**config.mk**
```make
export PLATFORM = sky130hd
export DESIGN_NAME = upscale_seq_ctrl
export DESIGN_NICKNAME = d
export VERILOG_FILES = /design/src/rtl/upscale_seq_ctrl.sv
export SDC_FILE = /design/constraint.sdc
export NUM_CORES = 1
export LEC_CHECK = 0
export CORE_MARGIN = 2
export CORE_UTILIZATION = 29
export DETAILED_ROUTE_END_ITERATION = 8
export GPL_ROUTABILITY_DRIVEN = 0
export SLEW_MARGIN = 20
export SYNTH_ARGS = -nofsm -noshare
export SYNTH_HDL_FRONTEND = slang
export SYNTH_SLANG_ARGS = --single-unit
```
**constraint.sdc**
```tcl
create_clock -name clk -period 6.85 [get_ports clk]
set_clock_uncertainty 0.15 [all_clocks]
set_input_delay 1.0275 -clock clk [delete_from_list [all_inputs] [get_ports clk]]
set_output_delay 1.0275 -clock clk [all_outputs]
set_load 0.01 [all_outputs]
```
**src/rtl/upscale_seq_ctrl.sv**
```systemverilog
// rtl/upscale_seq_ctrl.sv - row-buffered 3x horizontal/vertical replication sequencer
module upscale_seq_ctrl #(
  parameter int IMG_W = 128,
  parameter int IMG_H = 72,
  parameter int SCALE = 3
) (
  input  logic       clk,
  input  logic       rst,
  input  logic       start,
  input  logic [7:0] s_pixel,
  input  logic       s_valid,
  output logic       s_ready,
  output logic [7:0] m_pixel,
  output logic       m_valid,
  input  logic       m_ready,
  output logic [1:0] h_phase,
  output logic [1:0] v_phase,
  output logic       eol,
  output logic       eof,
  output logic       busy,
  output logic       done
);

  localparam int XW = (IMG_W > 1) ? $clog2(IMG_W) : 1;
  localparam int YW = (IMG_H > 1) ? $clog2(IMG_H) : 1;
  localparam logic [XW-1:0] X_LAST = XW'(IMG_W - 1);
  localparam logic [YW-1:0] Y_LAST = YW'(IMG_H - 1);
  localparam logic [1:0]    P_LAST = 2'(SCALE - 1);

  typedef enum logic [1:0] {
    S_IDLE   = 2'd0,
    S_LOAD   = 2'd1,
    S_REPLAY = 2'd2
  } state_t;

  state_t state_q, state_d;

  logic [7:0]    row_q [IMG_W];
  logic [XW-1:0] x_in_q;
  logic [XW-1:0] x_out_q;
  logic [1:0]    h_cnt_q;
  logic [1:0]    v_cnt_q;
  logic [YW-1:0] y_q;
  // Set once the final beat of the frame is in the output register; replay
  // stops issuing and waits for that beat to be accepted.
  logic          fin_q;

  logic [7:0]    m_pixel_q;
  logic          m_valid_q;
  logic [1:0]    h_phase_q;
  logic [1:0]    v_phase_q;
  logic          eol_q;
  logic          eof_q;
  logic          busy_q;
  logic          done_q;

  logic in_fire;
  logic issue;
  logic accept;
  logic finish;
  logic trip_last;
  logic row_last;
  logic beat_eol;
  logic beat_eof;

  // State register
  always_ff @(posedge clk or posedge rst) begin
    if (rst) begin
      state_q <= S_IDLE;
    end else begin
      state_q <= state_d;
    end
  end

  // Next-state logic: load a row, replay it, then load the next or finish
  always_comb begin
    state_d = state_q;
    case (state_q)
      S_IDLE: begin
        if (start) state_d = S_LOAD;
      end
      S_LOAD: begin
        if (in_fire && (x_in_q == X_LAST)) state_d = S_REPLAY;
      end
      S_REPLAY: begin
        if (issue && trip_last && !row_last) begin
          state_d = S_LOAD;
        end else if (finish) begin
          state_d = S_IDLE;
        end
      end
      default: state_d = S_IDLE;
    endcase
  end

  // Output/control decode from the current state and counters
  always_comb begin
    s_ready   = 1'b0;
    in_fire   = 1'b0;
    issue     = 1'b0;
    accept    = m_valid_q && m_ready;
    finish    = 1'b0;
    trip_last = (h_cnt_q == P_LAST) && (x_out_q == X_LAST) && (v_cnt_q == P_LAST);
    row_last  = (y_q == Y_LAST);
    beat_eol  = (h_cnt_q == P_LAST) && (x_out_q == X_LAST);
    beat_eof  = beat_eol && (v_cnt_q == P_LAST) && row_last;
    case (state_q)
      S_LOAD: begin
        s_ready = 1'b1;
        in_fire = s_valid;
      end
      S_REPLAY: begin
        issue  = !fin_q && (!m_valid_q || m_ready);
        finish = fin_q && accept;
      end
      default: begin
        s_ready = 1'b0;
      end
    endcase
  end

  // Row buffer write; contents need no reset since every entry is written before replay
  always_ff @(posedge clk) begin
    if (in_fire) row_q[x_in_q] <= s_pixel;
  end

  // Position counters: input column, replay phase/column/pass and row index
  always_ff @(posedge clk or posedge rst) begin
    if (rst) begin
      x_in_q  <= '0;
      x_out_q <= '0;
      h_cnt_q <= '0;
      v_cnt_q <= '0;
      y_q     <= '0;
      fin_q   <= 1'b0;
    end else begin
      if ((state_q == S_IDLE) && start) begin
        x_in_q  <= '0;
        x_out_q <= '0;
        h_cnt_q <= '0;
        v_cnt_q <= '0;
        y_q     <= '0;
        fin_q   <= 1'b0;
      end
      if (in_fire) begin
        x_in_q <= (x_in_q == X_LAST) ? '0 : x_in_q + 1'b1;
      end
      if (issue) begin
        if (h_cnt_q == P_LAST) begin
          h_cnt_q <= '0;
          if (x_out_q == X_LAST) begin
            x_out_q <= '0;
            v_cnt_q <= (v_cnt_q == P_LAST) ? 2'd0 : v_cnt_q + 2'd1;
          end else begin
            x_out_q <= x_out_q + 1'b1;
          end
        end else begin
          h_cnt_q <= h_cnt_q + 2'd1;
        end
        if (trip_last) begin
          if (row_last) fin_q <= 1'b1;
          else          y_q   <= y_q + 1'b1;
        end
      end
      if (finish) fin_q <= 1'b0;
    end
  end

  // Output beat register plus frame busy/done flags
  always_ff @(posedge clk or posedge rst) begin
    if (rst) begin
      m_pixel_q <= '0;
      m_valid_q <= 1'b0;
      h_phase_q <= '0;
      v_phase_q <= '0;
      eol_q     <= 1'b0;
      eof_q     <= 1'b0;
      busy_q    <= 1'b0;
      done_q    <= 1'b0;
    end else begin
      done_q <= 1'b0;
      if ((state_q == S_IDLE) && start) busy_q <= 1'b1;
      if (issue) begin
        m_valid_q <= 1'b1;
        m_pixel_q <= row_q[x_out_q];
        h_phase_q <= h_cnt_q;
        v_phase_q <= v_cnt_q;
        eol_q     <= beat_eol;
        eof_q     <= beat_eof;
      end else if (accept) begin
        m_valid_q <= 1'b0;
      end
      if (finish) begin
        busy_q <= 1'b0;
        done_q <= 1'b1;
      end
    end
  end

  assign m_pixel = m_pixel_q;
  assign m_valid = m_valid_q;
  assign h_phase = h_phase_q;
  assign v_phase = v_phase_q;
  assign eol     = eol_q;
  assign eof     = eof_q;
  assign busy    = busy_q;
  assign done    = done_q;

endmodule

```
Word level (Yosys, flattened, before mapping)
Memories as Yosys holds them, arrays and structs flattened. A register that Yosys moved wholly into a read port is not among the register bits.
Index checks and enable logic that the tools add are counted.

storage, ports and cells
  register bits after elaboration = 37
  latch bits = 0
  bits in writable memories = 1,024
  bits in read-only memories = 0
  bits of input ports = 13
  memories kept = 1

memory list
  name   words  bits a word  rd ports  clocked after Yosys merged registers in  wr ports  line  source
  row_q  128    8            1         1                                        1         38    logic [7:0] row_q [IMG_W];

operators by class
  add/subtract/negate cells = 5
  $mul = 0
  div/mod/pow operators = 0
  $lt $le $gt $ge = 0
  eq/ne operators = 10
  shifts and indexed selects = 0
  muxes and demuxes = 40
  bitwise logic cells = 0
  reduce and logical (&&, ||, !) cells = 20

operators by type and width
  operator                                                               number
  7-bit 2-to-1 mux                                                       11
  2-bit 2-to-1 mux                                                       12
  7-bit by 1-bit adder with 7-bit output, second input constant          3
  7-bit equality test, second input constant                             3
  1-bit 2-to-1 mux                                                       16
  1-bit logical AND                                                      10
  2-bit nonzero test                                                     4
  2-bit equality test, second input constant                             3
  2-bit case mux with 3 select lines                                     1
  2-bit by 1-bit adder with 2-bit output, second input constant          2
  2-bit inequality test, second input constant                           2
  1-bit logical NOT                                                      3
  3-bit inequality test, second input constant                           1
  3-bit AND reduction                                                    1
  2-bit by 1-bit equality test with 1-bit output, second input constant  1
  2-bit logical NOT                                                      1
  1-bit logical OR                                                       1

Longest topological paths before layout
Gate-level depths: netlist (run 1).

  word-level depth = 8
  gate-level depth with buffers = 11

Worst setup path before layout (run 1)
No wires, ideal clock.

  kind = in2reg
  from = input m_ready
  to = register y_q[5]
  setup time = 120 ps
  data arrival time = 2,734 ps
  data required time = 6,580 ps
  slack = 3,846 ps
  stages = 7
  cells stage by stage = nor2b_4 > or4b_1 > or4b_1 > buf_2 > or3_4 > nand3_2 > o21ai_2

on the way
  longest elaborated chain between the ends = 4

RTL lines
  element                 line  source
  start: declaration      15    input logic m_ready,
  1-bit logical OR        113   issue = !fin_q && (!m_valid_q || m_ready);
  1-bit logical AND       113
  1-bit 2-to-1 mux        107   case (state_q)
  7-bit 2-to-1 mux        148   if (issue) begin
  end signal: assignment  162   else y_q <= y_q + 1'b1;
  end: declaration        43    logic [YW-1:0] y_q;

Every way passes these cells.
A chain may end at the register's enable or synchronous reset.

==> impl_results.md, run 1 <==
- Max Fclk: around 250 MHz
- Ys flop type: edfxtp_1
- Relative slew margins: about a third
- Clock Latency Late Sink: 0.69 ns
- Clk slew on worst S/H paths: 0.06 ns
- Cells after Synth: 2256
- Pwr per Cell Area: approximately 350 nW/um^2
- TritonRoute pass-1 iters: 6
- Cell taking the most area after synthesis: edfxtp_1
- Max cap viols: 0
- # fillers: roughly 14000
- Largest net degree at the start of global routing: 93
- Max incr delay on CP: roughly 1.0 ns
- Avg Inst Size Synth: 18.7 sq um
- IO Pins: 31
- Netlist cell types: 60
- Slew Limit Fails: 0
- Fin Hold WS: approximately 0.34 ns
- Compound-Gate Fraction of Synth Area: around 4.6%
- Synthesized area: around 42000 sq um
- Die Area: 148000 sq um
- Crit-path cells: buf_12, mux4_2, and2_1, o22ai_1, a32oi_1, a2111oi_0, nor3_1
- Total congestion overflow: 0
- Flops & latches, synth: approximately 1100
- Fin crit share: 59.2%
- Syn Nets: 2272
- RSZ-0062 raised after global routing: no
- Worst min path class: flop to flop
- R2r startpoint: x_out_q[0]$_DFF_PP0_
- Post-synth EDFFs: 1024
- Worst EP required: approximately 7.2 ns
- Area growth syn-to-layout: 13.5%
- Worst-Margin Slew: between 0.9 and 1 ns
- Status: completed
- Final layout net count: 2308
- GRT Util Overall: between 10 and 15%
- Final setup vio count: 0
- Root buf cell: clkbuf_16
- Post-synth top cells: edfxtp_1, mux4_2, nor2_1, mux2i_1, nand2_1
- Initial antenna violation count: 1
- Leak Pwr: about 0.015 uW
- Antenna Nets Post-Route: 0
- Top-count cell post-synth: edfxtp_1
- WL per Instance: around 25 microns
- Synth top area share: 73.0%
- Asr flop ratio synth: 4.21%
- Row count: 139
- Register area: about 32000 sq um
- Worst slack, placed: approximately 2.8 ns
- Setup crit end kind: flop
- Sink Count: ~1100
- # diodes: 0
- Worst Path Max Fanout: 84
- Initial Util: 29.3%
- Critical path launch point type: flop
- Worst setup path startpoint: x_out_q[0]$_DFF_PP0_
- Mux contribution to synthesized area: between 10% and 20%
- Vias/cell: between 5 and 6
- Setup repair bufs after CTS: 0
- Core area: 144000 sq um
- Final Hold Fails: 0
- Critical path class: flop to flop
- Area of the multi-input gates: ~9500 sq um
- Worst EP arrival: 4.43 ns
- TritonCTS clock tree: built
- Xor-xnor portion of the synthesized cell area: less than 1%
- Die W: ~390 microns
- I/O Buffers: 30
- Post-Synth Simple-Gate Area: 4.66%
- First-pass GRT wire length: between 150 and 200 mm
- Cts repair resizes: 0
- Setup TNS: 0 ns
- Longest Clk Path Bufs: 3
- Seq/Total Area, Yosys: approximately 76%
- Height of the die: 385 microns
- Dominant cells by area after synthesis: edfxtp_1, mux4_2, mux2i_1
- Slack of the critical path: roughly 2.8 ns
- Synth Area in Adders: less than 1%
- CTS buffer count: around 100
- Share of post-route cells with drive strength above 1: about 17%
- Vias: between 20000 and 25000
- Critical path's slowest cell: dfrtp_4
- Cts hold-fix bufs: 0
- Worst vdd ir: approximately 0.29 mV
- Hold wc startpoint: y_q[6]$_DFF_PP0_
- Tmin final: slightly above 4 ns
- DRC viols: 0
- Iteration-0 DRC Markers: ~2500
- H-Tree Depth: 3
- DP HPWL: 64.3 mm
- Final wirelength: 105 mm
- Synthesis Warnings: 0
- Vias in the first global route: between 20000 and 25000
- Largest family of logic cells by synthesized area: multiplexers
## final timing paths
| kind | end | slack [ns] | depth (start not counted) |
|---|---|---|---|
| hold reg to reg | y_q[6]$_DFF_PP0_ | 0.34 | 1 |
| setup reg to reg | m_pixel[6]$_DFFE_PP0N_ | 2.80 | 7 |
| hold / removal | y_q[6]$_DFF_PP0_ | 0.34 | 1 |
| setup / recovery | m_pixel[6]$_DFFE_PP0N_ | 2.80 | 7 |
| max in group asynchronous | x_out_q[1]$_DFF_PP0_ | 5.29 | 3 |
| min in group asynchronous | x_in_q[5]$_DFFE_PP0P_ | 0.76 | 3 |
## through the flow
step           utilization [%]  cells  area (sq um)  total power (uW)
6_report                  33.2   4279         47900             16800
5_1_grt                   33.2   4279         47900             17300
4_1_cts                   33.2   4279         47900             16800
3_5_place_dp              30.9   4089         44400             11100
3_3_place_gp              30.9   4089         44400             11100
2_1_floorplan                -   2256         42200             10000
## routing by layer
layer	up-vias	part of all wire (%)	global-route usage, %
li1	9257	-	-
met1	11438	44	20.3
met2	948	46	21.3
met3	174	7.7	2.65
met4	0	2.6	4.19
met5	-	0	0
## cell families (layout without fill, tap and decap cells)
logic type / count (synthesis) / after routing
flops: 1069 / 1069
simple gates: 422 / 422
mux: 336 / 336
compound gates: 278 / 278
buf+inv: 146 / 266
fa+ha+maj: 3 / 3
xor+xnor: 2 / 2
## where the power goes
group / switching (uW) / internal (uW) / leakage (uW)
clock: 2430 / 3320 / 0.00167
sequential: 214 / 7200 / 0.00978
combinational: 2030 / 1550 / 0.00321
## layout by cell type, fill, tap and decap left out, types with 37 or more instances in the layout
cell type,instances
and2_1,37
buf_4,39
nand2_1,89
o21ai_0,38
nand3_1,49
nor2_1,164
clkbuf_16,107
mux4_2,178
mux2i_1,155
dfrtp_1,40
o22ai_1,64
edfxtp_1,1024
## state kept, by name, summed over array words and instances, names as in the netlist, 7 cells and up
signal / count
row_q: 1024
x_out_q: 7
y_q: 7
m_pixel: 8
x_in_q: 7
## layout make-up
| class | count | area share, % |
|---|---|---|
| well taps | 1903 | 4.98 |
| clock inverters | 59 | 1.35 |
| clock buffers | 131 | 5.78 |
| repair buffers | 65 | 1.24 |
| flip-flops and latches | 1069 | 66.6 |
| multi-input cells | 1041 | 19.9 |
| inverters | 11 | 0.0863 |
## critical path: cells and delay by family (launching register included)
kind                   cells  cell delay (ns)
muxes                      1             0.60
AOI/OAI and AO/OA          3             1.19
DFF                        1             1.02
buffers and inverters      1             0.50
and+or+nand+nor            2             0.27
Note: power is estimated with default switching activity, not from simulation.
==> run 2: changes to the inputs <==
==> constraint.sdc (replaced) <==
create_clock -name clk -period 3.9 [get_ports clk]
set_clock_uncertainty 0.15 [all_clocks]
set_input_delay 0.585 -clock clk [delete_from_list [all_inputs] [get_ports clk]]
set_output_delay 0.585 -clock clk [all_outputs]
set_load 0.01 [all_outputs]
==> run 2 against run 1 <==
Worst setup slack lost 2.5 ns. Die area is the same. Hold slack lost 0.10 ns. Final area grew 2.6%. Combinational power grew 86%. Sequential cell count is the same. Non-clock buffer count grew 119. Critical path depth is the same.
==> impl_results.md, run 2 (synthesized netlist as in run 1, its figures left out) <==
- Status: completed
- Worst vdd ir: 0.432 mV
- Leak Pwr: between 0.015 and 0.02 uW
- Die W: between 300 and 400 microns
- Crit-path cells: buf_12, mux4_2, and2_1, o22ai_1, a32oi_1, a31oi_1, nor3_1
- Row count: roughly 140
- Tmin final: roughly 3.6 ns
- Worst R2R End: m_pixel[2]$_DFFE_PP0N_
- Total congestion overflow: 0
- Final wirelength: around 110 mm
- Initial antenna violation count: 2
- IO Pins: 31
- Final instance area: 49100 sq um
- Internal: about 22000 uW
- DRC viols: 0
- Max incr delay on CP: around 0.92 ns
- Most frequent cells in the layout: edfxtp_1, mux4_2, nor2_1
- Core area: 144000 sq um
- Worst setup path startpoint: x_out_q[0]$_DFF_PP0_
- Setup repair bufs after CTS: 0
- Worst EP arrival: around 4.0 ns
- Cts hold-fix bufs: 0
- Final setup vio count: 0
- Worst Path Max Fanout: 22
- Most flop-heavy register: row_q
- Fin Hold WS: 0.235 ns
- Initial Util: roughly 29%
- R2R cell count: 7
- TritonRoute pass-1 iters: 5
- Worst reg-to-reg setup slack: ~0.30 ns
- Relative slew margins: 32.5%
- GRT Util Overall: roughly 14%
- RSZ-0062 raised after global routing: no
- Area growth syn-to-layout: 16.5%
- Vias: 22275
- Critical path launch point type: flop
- Sw Share: between 20% and 30%
- # fillers: approximately 14000
- Worst-Margin Slew: 1.01 ns
- Final Hold Fails: 0
- Worst EP required: between 4 and 5 ns
- Worst path depth: 7
- WL per Instance: about 25 microns
- Setup crit end: m_pixel[2]$_DFFE_PP0N_
- Largest net degree at the start of global routing: between 100 and 150
- Fin crit share: between 90% and 100%
- Cts repair resizes: 0
- TritonCTS clock tree: built
- Die Area: between 100000 and 150000 sq um
- Setup TNS: 0 ns
- Worst min path class: input port to flop
- Critical path class: flop to flop
- P_sw: between 8000 and 9000 uW
- R2r startpoint: x_out_q[0]$_DFF_PP0_
- Final layout net count: 2431
- Sink Count: about 1100
- Max Fclk: 278 MHz
- Sequential power share: between 40% and 50%
- Vias in the first global route: about 22000
- Slack of the critical path: between 0.2 and 0.3 ns
- Pwr per Cell Area: roughly 610 nW/um^2
- Commonest non-fill, non-tap cell in the layout: edfxtp_1
- Share of post-route cells with drive strength above 1: 20.9%
- Combinational Power Share: about 22%
- Worst slack, placed: just under 0.4 ns
- Clock Latency Late Sink: a little under 0.7 ns
- Critical path's slowest cell: dfrtp_4
- Top delay family on crit path: compound AO/OA/AOI/OAI gates
- # diodes: 0
- Iteration-0 DRC Markers: approximately 2600
- DP HPWL: approximately 68 mm
- H-Tree Depth: 3
- Height of the die: about 390 microns
- Antenna Nets Post-Route: 0
- Clock power frac: between 30% and 40%
- I/O Buffers: 30
- Longest Clk Path Bufs: 3
- Final Util: ~34%
- First-pass GRT wire length: roughly 160 mm
- Placed Instance Area: 45500 sq um
- CP bufs+invs: 1
- Vias/cell: 5.05
- CTS buffer count: between 100 and 150
- Slew Limit Fails: 0
- Setup crit end kind: flop
- Root buf cell: clkbuf_16
- Number of flip-flops under the largest register name: slightly above 1000
- Clk slew on worst S/H paths: approximately 0.060 ns
- Max cap viols: 0
==> run 2: how the worst min path moves through the flow <==
stage / startpoint / end / slack [ns] / cells after the start
floorplan: y_q[6]$_DFF_PP0_ / y_q[6]$_DFF_PP0_ / 0.30 / 1
global placement: h_phase[1]$_DFFE_PP0N_ / h_phase[1]$_DFFE_PP0N_ / 0.33 / 2
detailed placement: y_q[6]$_DFF_PP0_ / y_q[6]$_DFF_PP0_ / 0.33 / 1
CTS: s_pixel[1] / row_q[10][1]$_DFFE_PP_ / 0.21 / 1
global route: s_pixel[1] / row_q[8][1]$_DFFE_PP_ / 0.24 / 1
finish: s_pixel[1] / row_q[10][1]$_DFFE_PP_ / 0.24 / 1
==> run 2: metrics by stage <==
step | instances | total power [uW]
finish | 4409 | 30100
detailed placement | 4208 | 19900
CTS | 4409 | 30300
global route | 4409 | 31100
global placement | 4208 | 19900
floorplan | 2256 | 17600
==> run 2: area by class of cell <==
class | count | area, sq um | share of cell area, %
Sequential cell | 1069 | 31900 | 64.9
Multi-Input combinational cell | 1041 | 9540 | 19.4
Clock buffer | 156 | 3100 | 6.31
Tap cell | 1903 | 2380 | 4.85
Timing Repair Buffer | 184 | 1660 | 3.38
Clock inverter | 45 | 505 | 1.03
Inverter | 11 | 41.3 | 0.0841
==> run 2: worst register-to-register path, cell delays in order, from the launching register on <==
cell and delay (ns):
dfrtp_4 0.92, buf_12 0.30, mux4_2 0.55, and2_1 0.18, o22ai_1 0.27, a32oi_1 0.21
a31oi_1 0.72, nor3_1 0.15
==> run 2: routing by layer <==
layer  part of all wire, %  track usage, %
met1                    43            20.5
met2                    47            22.4
met3                   7.0            2.74
met4                   3.0            4.64
met5                 0.010               0
==> run 2: power by group through the flow <==
stage / sequential [uW] / clock, uW / combinational [uW]
finish: 13000 / 10500 / 6670
global placement: 13200 / 0 / 6670
floorplan: 13000 / 0 / 4630
CTS: 13000 / 10600 / 6710
global route: 13000 / 11100 / 7050
detailed placement: 13200 / 0 / 6690
